### src/rtl/ntt_stage_sequencer.sv
// ntt_stage_sequencer
//
// Steps an NTT butterfly datapath through all log2(N) stages of one transform.
// On an accepted start it latches the size (log_n = MIN_LOG_N + cfg) and the
// direction. For each stage it meters LANES-wide issue beats until N/2
// butterflies are issued. It then waits for all of them to retire through a
// DELAY-deep pipeline, raises the new-stage trigger, and moves to the next
// stride.
//
// Ports:
//   clk, i_resetn          clock, asynchronous active-low reset
//   i_point_configuration  size select, sampled on an accepted start
//   i_inverse              0: stride N/2 -> 1, 1: stride 1 -> N/2
//   i_start                start pulse, honoured only when idle
//   i_clear                synchronous abort back to idle
//   i_working              datapath consumed a beat (counted only with o_issue_en)
//   o_issue_en             a beat can be accepted this cycle
//   o_calc_idx             butterfly index of the current beat within the stage
//   o_stride               current stage stride
//   o_num_groups           N / (2 * stride)
//   o_stage_idx            current stage, 0 .. log_n-1
//   o_new_stage_trigger    all butterflies of the stage have retired
//   o_busy                 transform in progress
//   o_done                 final stage trigger
module ntt_stage_sequencer #(
    parameter int unsigned MIN_LOG_N = 3,
    parameter int unsigned CFG_W     = 3,
    parameter int unsigned LANES     = 4,
    parameter int unsigned DELAY     = 6,
    localparam int unsigned MAX_LOG_N = MIN_LOG_N + (1 << CFG_W) - 1
) (
    input  logic                 clk,
    input  logic                 i_resetn,
    input  logic [CFG_W-1:0]     i_point_configuration,
    input  logic                 i_inverse,
    input  logic                 i_start,
    input  logic                 i_clear,
    input  logic                 i_working,
    output logic                 o_issue_en,
    output logic [MAX_LOG_N-1:0] o_calc_idx,
    output logic [MAX_LOG_N-1:0] o_stride,
    output logic [MAX_LOG_N-1:0] o_num_groups,
    output logic [3:0]           o_stage_idx,
    output logic                 o_new_stage_trigger,
    output logic                 o_busy,
    output logic                 o_done
);

    localparam int unsigned LogW = $clog2(MAX_LOG_N + 1);
    localparam logic [MAX_LOG_N-1:0] LanesInc = MAX_LOG_N'(LANES);
    localparam logic [MAX_LOG_N-1:0] One      = MAX_LOG_N'(1);

    typedef enum logic [1:0] {
        StIdle,
        StIssue,
        StDrain
    } state_e;

    state_e               state_q, state_d;
    logic [LogW-1:0]      log_n_q, log_n_d;
    logic                 inverse_q, inverse_d;
    logic [MAX_LOG_N-1:0] stride_q, stride_d;
    logic [3:0]           stage_q, stage_d;
    logic [MAX_LOG_N-1:0] issue_cnt_q, issue_cnt_d;
    logic [MAX_LOG_N-1:0] retire_cnt_q, retire_cnt_d;
    logic [DELAY-1:0]     sr_q, sr_d;

    logic [MAX_LOG_N-1:0] half;
    logic [LogW-1:0]      log_n_new;
    logic [LogW-1:0]      group_log;
    logic                 issue_en;
    logic                 accept;
    logic                 trigger;
    logic                 last_stage;
    logic                 go_idle;

    always_comb begin
        // Only meaningful while busy; log_n_q is at least MIN_LOG_N then.
        half       = One << (log_n_q - LogW'(1));
        log_n_new  = LogW'(MIN_LOG_N) + LogW'(i_point_configuration);
        issue_en   = (state_q == StIssue) && (issue_cnt_q < half);
        accept     = issue_en && i_working;
        trigger    = (state_q == StDrain) && (retire_cnt_q == half);
        last_stage = (stage_q == 4'(log_n_q - LogW'(1)));
        // Forward starts with one group and doubles; inverse starts with N/2 groups.
        group_log  = inverse_q ? (log_n_q - LogW'(1) - LogW'(stage_q)) : LogW'(stage_q);
    end

    always_comb begin
        state_d      = state_q;
        log_n_d      = log_n_q;
        inverse_d    = inverse_q;
        stride_d     = stride_q;
        stage_d      = stage_q;
        issue_cnt_d  = accept ? issue_cnt_q + LanesInc : issue_cnt_q;
        retire_cnt_d = sr_q[DELAY-1] ? retire_cnt_q + LanesInc : retire_cnt_q;
        sr_d         = '0;
        sr_d[0]      = accept;
        for (int i = 1; i < int'(DELAY); i++) begin
            sr_d[i] = sr_q[i-1];
        end
        go_idle = 1'b0;

        unique case (state_q)
            StIdle: begin
                if (i_start) begin
                    state_d      = StIssue;
                    log_n_d      = log_n_new;
                    inverse_d    = i_inverse;
                    stride_d     = i_inverse ? One : (One << (log_n_new - LogW'(1)));
                    stage_d      = 4'd0;
                    issue_cnt_d  = '0;
                    retire_cnt_d = '0;
                    sr_d         = '0;
                end
            end
            StIssue: begin
                if (issue_cnt_d >= half) begin
                    state_d = StDrain;
                end
            end
            StDrain: begin
                if (trigger) begin
                    if (last_stage) begin
                        go_idle = 1'b1;
                    end else begin
                        state_d      = StIssue;
                        stride_d     = inverse_q ? (stride_q << 1) : (stride_q >> 1);
                        stage_d      = stage_q + 4'd1;
                        issue_cnt_d  = '0;
                        retire_cnt_d = '0;
                    end
                end
            end
            default: begin
                go_idle = 1'b1;
            end
        endcase

        // Abort wins over start and trigger; in-flight beats are dropped.
        if (i_clear || go_idle) begin
            state_d      = StIdle;
            log_n_d      = '0;
            inverse_d    = 1'b0;
            stride_d     = '0;
            stage_d      = 4'd0;
            issue_cnt_d  = '0;
            retire_cnt_d = '0;
            sr_d         = '0;
        end
    end

    always_ff @(posedge clk or negedge i_resetn) begin
        if (!i_resetn) begin
            state_q      <= StIdle;
            log_n_q      <= '0;
            inverse_q    <= 1'b0;
            stride_q     <= '0;
            stage_q      <= 4'd0;
            issue_cnt_q  <= '0;
            retire_cnt_q <= '0;
            sr_q         <= '0;
        end else begin
            state_q      <= state_d;
            log_n_q      <= log_n_d;
            inverse_q    <= inverse_d;
            stride_q     <= stride_d;
            stage_q      <= stage_d;
            issue_cnt_q  <= issue_cnt_d;
            retire_cnt_q <= retire_cnt_d;
            sr_q         <= sr_d;
        end
    end

    always_comb begin
        o_busy              = (state_q != StIdle);
        o_issue_en          = issue_en;
        o_calc_idx          = issue_cnt_q;
        o_stride            = stride_q;
        o_num_groups        = o_busy ? (One << group_log) : '0;
        o_stage_idx         = stage_q;
        o_new_stage_trigger = trigger;
        o_done              = trigger && last_stage;
    end

endmodule

### config.mk
export PLATFORM = sky130hd
export DESIGN_NAME = ntt_stage_sequencer
export DESIGN_NICKNAME = d
export VERILOG_FILES = /design/src/rtl/ntt_stage_sequencer.sv
export SDC_FILE = /design/constraint.sdc
export NUM_CORES = 1
export LEC_CHECK = 0
export ABC_AREA = 1
export BUFFER_PORTS_ARGS = -buffer_cell sky130_fd_sc_hd__buf_2
export CAP_MARGIN = 10
export CORE_MARGIN = 1.5
export CORE_UTILIZATION = 60
export CTS_BUF_LIST = sky130_fd_sc_hd__clkbuf_8
export CTS_CLUSTER_DIAMETER = 40
export DETAILED_ROUTE_END_ITERATION = 16
export GPL_ROUTABILITY_DRIVEN = 1
export PLACE_DENSITY_LB_ADDON = 0.2
export SLEW_MARGIN = 20
export SYNTH_ARGS = -nofsm -noshare
export SYNTH_HDL_FRONTEND = slang
export SYNTH_SLANG_ARGS = --single-unit
### constraint.sdc
create_clock -name clk -period 4.6 [get_ports clk]
set_clock_uncertainty 0.1 [all_clocks]
set_input_delay 0.69 -clock clk [delete_from_list [all_inputs] [get_ports clk]]
set_output_delay 0.69 -clock clk [all_outputs]
set_load 0.02 [all_outputs]
==> impl_results.rst <==
.. list-table::
   :header-rows: 1

   * - Metric
     - Value
   * - Outcome
     - completed
   * - Length of the first detailed-routing pass in iterations
     - 5
   * - Total negative slack for setup checks
     - 0 ns
   * - Layout cell share with drive strength beyond 1
     - 0.152
   * - Critical path type
     - reg2reg
   * - Slowest library cell on the worst path
     - sky130_fd_sc_hd__dfrtp_2
   * - Critical path data arrival time
     - 4.14 ns
   * - Total non-filler cell area in the finished layout
     - 0.00381 mm^2
   * - Total grt overflow
     - 0
   * - Unique masters post-synth
     - 38
   * - Via count of the first global-routing pass
     - 3094
   * - Area of the multi-input gates
     - 0.00208 mm^2
   * - Clock root cell
     - sky130_fd_sc_hd__clkbuf_8
   * - Sum of routed wire length over all layers
     - 8050 um
   * - Overall via count from detail_route
     - 3245
   * - Cells after synthesis
     - 481
   * - Die Width
     - 79.0 um
   * - Count of antenna diodes in the layout
     - 0
   * - Worst rel slew slack
     - 0.563
   * - Worst flop-to-flop path endpoint
     - state_q[1]
   * - Hold Vio Cnt, Final
     - 0
   * - CP Max Fanout
     - 7
   * - Overall fraction of global-route tracks in use
     - 0.273
   * - Highest-count cells in the layout ignoring fill and taps
     - sky130_fd_sc_hd__nand2_1 (96), sky130_fd_sc_hd__nor2_1 (81), sky130_fd_sc_hd__inv_1 (57)
   * - Number of design rule violations left after detail routing
     - 0
   * - Number of inserted filler cells in the final layout
     - 465
   * - Floorplan Core Area
     - 0.00554 mm^2
   * - Reg-to-reg setup timing slack
     - 0.56 ns
   * - Initial antenna violation count
     - 0
   * - Most frequently used flop master after synthesis
     - sky130_fd_sc_hd__dfrtp_1
   * - Worst-Skew Late Latency
     - 0.30 ns
   * - Number of H-tree levels
     - 2
   * - Detailed router's first-iteration violation count
     - 184
   * - Cell area reported after detailed placement
     - 0.00370 mm^2
   * - Final net count
     - 570
   * - Fin. max-slew vios
     - 0
   * - Die footprint
     - 0.00624 mm^2
   * - Library cell with the largest summed area after synthesis
     - sky130_fd_sc_hd__dfrtp_1
   * - Global-route wire length before repair
     - 13500 um
   * - Maximum number of pins on one net before global-route repair
     - 44
   * - Number of buffers added by the clock tree synthesis step
     - 5
   * - Max Clk Rate
     - 248 MHz
   * - Number of nets with antenna violations after routing
     - 0
   * - Cts hold-fix bufs
     - 0
   * - CTS Sinks
     - 43
   * - Half-perimeter wire length after placement
     - 6060 um
   * - Synthesized area divided by synthesized cell count
     - 7.21 um^2
   * - Combined area of all synthesized cells
     - 0.00347 mm^2
   * - Number of buffers between clock root and the deepest sink
     - 2
   * - Dominant cells by area after synthesis
     - sky130_fd_sc_hd__dfrtp_1 (31%), sky130_fd_sc_hd__ha_1 (13%), sky130_fd_sc_hd__nand2_1 (11%)
   * - Crit path buf inv count
     - 4
   * - Most common library cell in the layout ignoring fill and taps
     - sky130_fd_sc_hd__nand2_1
   * - Seq. cell area
     - 0.00108 mm^2
   * - Period utilization
     - 0.878
   * - Clock-pin slew of the registers on the worst-case setup and hold paths
     - 0.09 ns
   * - Proportion of netlist area held by the largest area contributor
     - 0.310
   * - Stage delay of the slowest cell on the critical path
     - 0.45 ns
   * - Category of the worst setup path capture point
     - register
   * - Final Hold Slack
     - 0.270 ns
   * - Final period demand of the worst path
     - 4.04 ns
   * - Unrepaired setup endpoints after global routing
     - no
   * - Final core occ
     - 0.689
   * - Most used cell, CP
     - sky130_fd_sc_hd__nand2_1
   * - Share of synthesized area occupied by flip-flops and latches
     - 0.310
   * - Leakage dissipation
     - 2.03 nW
   * - Worst VDD drop
     - 0.000379 V
   * - Number of buffer cells added on primary ports
     - 44
   * - RR Startpoint
     - log_n_q[0]
   * - Last weighted congestion value of the routability-driven placer
     - 0.879
   * - Tightest Pin Transition
     - 0.655 ns
   * - Chip Height
     - 79.0 um
   * - Number of synthesized register bits
     - 43
   * - Worst hold path type
     - in2async
   * - DR WL/cell
     - 13.5 um
   * - Worst path top cell family by delay
     - simple AND/OR/NAND/NOR gates
   * - Initial Util
     - 0.626
   * - Final Setup Violations
     - 0
   * - Synthesis-to-finish area growth
     - 10.0%
   * - Via density
     - 5.44
   * - Max capacitance violation total
     - 0
   * - CP startpoint kind
     - register
   * - EDFF count, synth
     - 0
   * - Synth async-reset ratio
     - 1.00
   * - Cells on worst reg2reg path
     - 27
   * - Worst setup slack after layout
     - 0.563 ns
   * - Placement-stage worst setup slack
     - 0.336 ns
   * - CTS tree
     - built
   * - Total number of placement rows
     - 27
   * - Top-level I/O count
     - 47
   * - Total power divided by cell area
     - 520 mW/mm^2
   * - Yosys Warn Count
     - 0
   * - Crit path required time
     - 4.70 ns
stage by stage:
stage,cells,total power [mW]
2_1_floorplan,482,1.46
3_3_place_gp,586,1.67
3_5_place_dp,586,1.70
4_1_cts,594,1.95
5_1_grt,597,2.18
6_report,597,1.98
synth_stat cells (all sizes together) (2+ instances only):
cell    count
inv        59
clkinv      2
o21a        2
nand2     106
a211oi      5
o21ai      32
ha         36
or2         2
xnor2       7
clkbuf      5
nor2       87
nand3b      2
o22ai       6
dfrtp      43
nor3        9
nand3      30
buf         7
nand4       6
a21oi      15
xor2       12
cells by family (layout without fill, tap and decap cells):
kind of cell | Yosys count | after routing | synth area share
AO/OA/AOI/OAI | 64 | 64 | 0.104
XOR/XNOR | 19 | 19 | 0.0480
adder cells (fa/ha/maj) | 37 | 37 | 0.136
buffers and inverters | 73 | 116 | 0.0917
flip-flops | 43 | 43 | 0.310
multiplexers | 1 | 1 | 0.00289
other | 1 | 2 | 0.00108
AND/OR/NAND/NOR | 243 | 243 | 0.307
flip-flops by register name (all words and copies together) (netlist names):
register,flops
o_stride,10
o_calc_idx,8
retire_cnt_q,8
sr_q,6
log_n_q,4
o_stage_idx,4
state_q,2
inverse_q,1
timing repair:
action                                  in CTS  in global routing
gates resized for setup                      0                  7
endpoints found under the setup margin       0                  2
setup buffers                                0                  2
metal layers:
layer,up-vias,routed length (um),track usage,part of all wire
met4,0,150,0.104,0.019
met3,15,373,0.0333,0.046
li1,1632,-,-,-
met2,103,4100,0.490,0.51
met1,1495,3420,0.332,0.43
met5,-,0,0,0
report_power, final:
part | internal [mW] | total [mW] | switching [mW]
clock | 0.104 | 0.243 | 0.139
sequential | 0.431 | 0.508 | 0.0768
combinational | 0.405 | 1.23 | 0.829
how the worst max path moves through the flow:
stage                    start          to  slack (ns)  depth (start not counted)
global route        log_n_q[1]  state_q[0]      0.0003                         28
floorplan           log_n_q[0]  state_q[0]        0.73                         27
finish              log_n_q[0]  state_q[1]        0.56                         27
CTS                 log_n_q[0]  state_q[0]        0.33                         27
detailed placement  log_n_q[0]  state_q[0]        0.34                         27
global placement    log_n_q[0]  state_q[0]        0.63                         27
layout make-up:
cell class                 count  area share
clock buffer                   5      0.0180
clock inverter                 3     0.00426
inverter                      61      0.0623
multi-input combinational    366       0.546
sequential                    43       0.282
tap                           72      0.0236
timing repair buffer          46      0.0623
timing repair inverter         1     0.00131
Power figures use the tool's default switching activity.
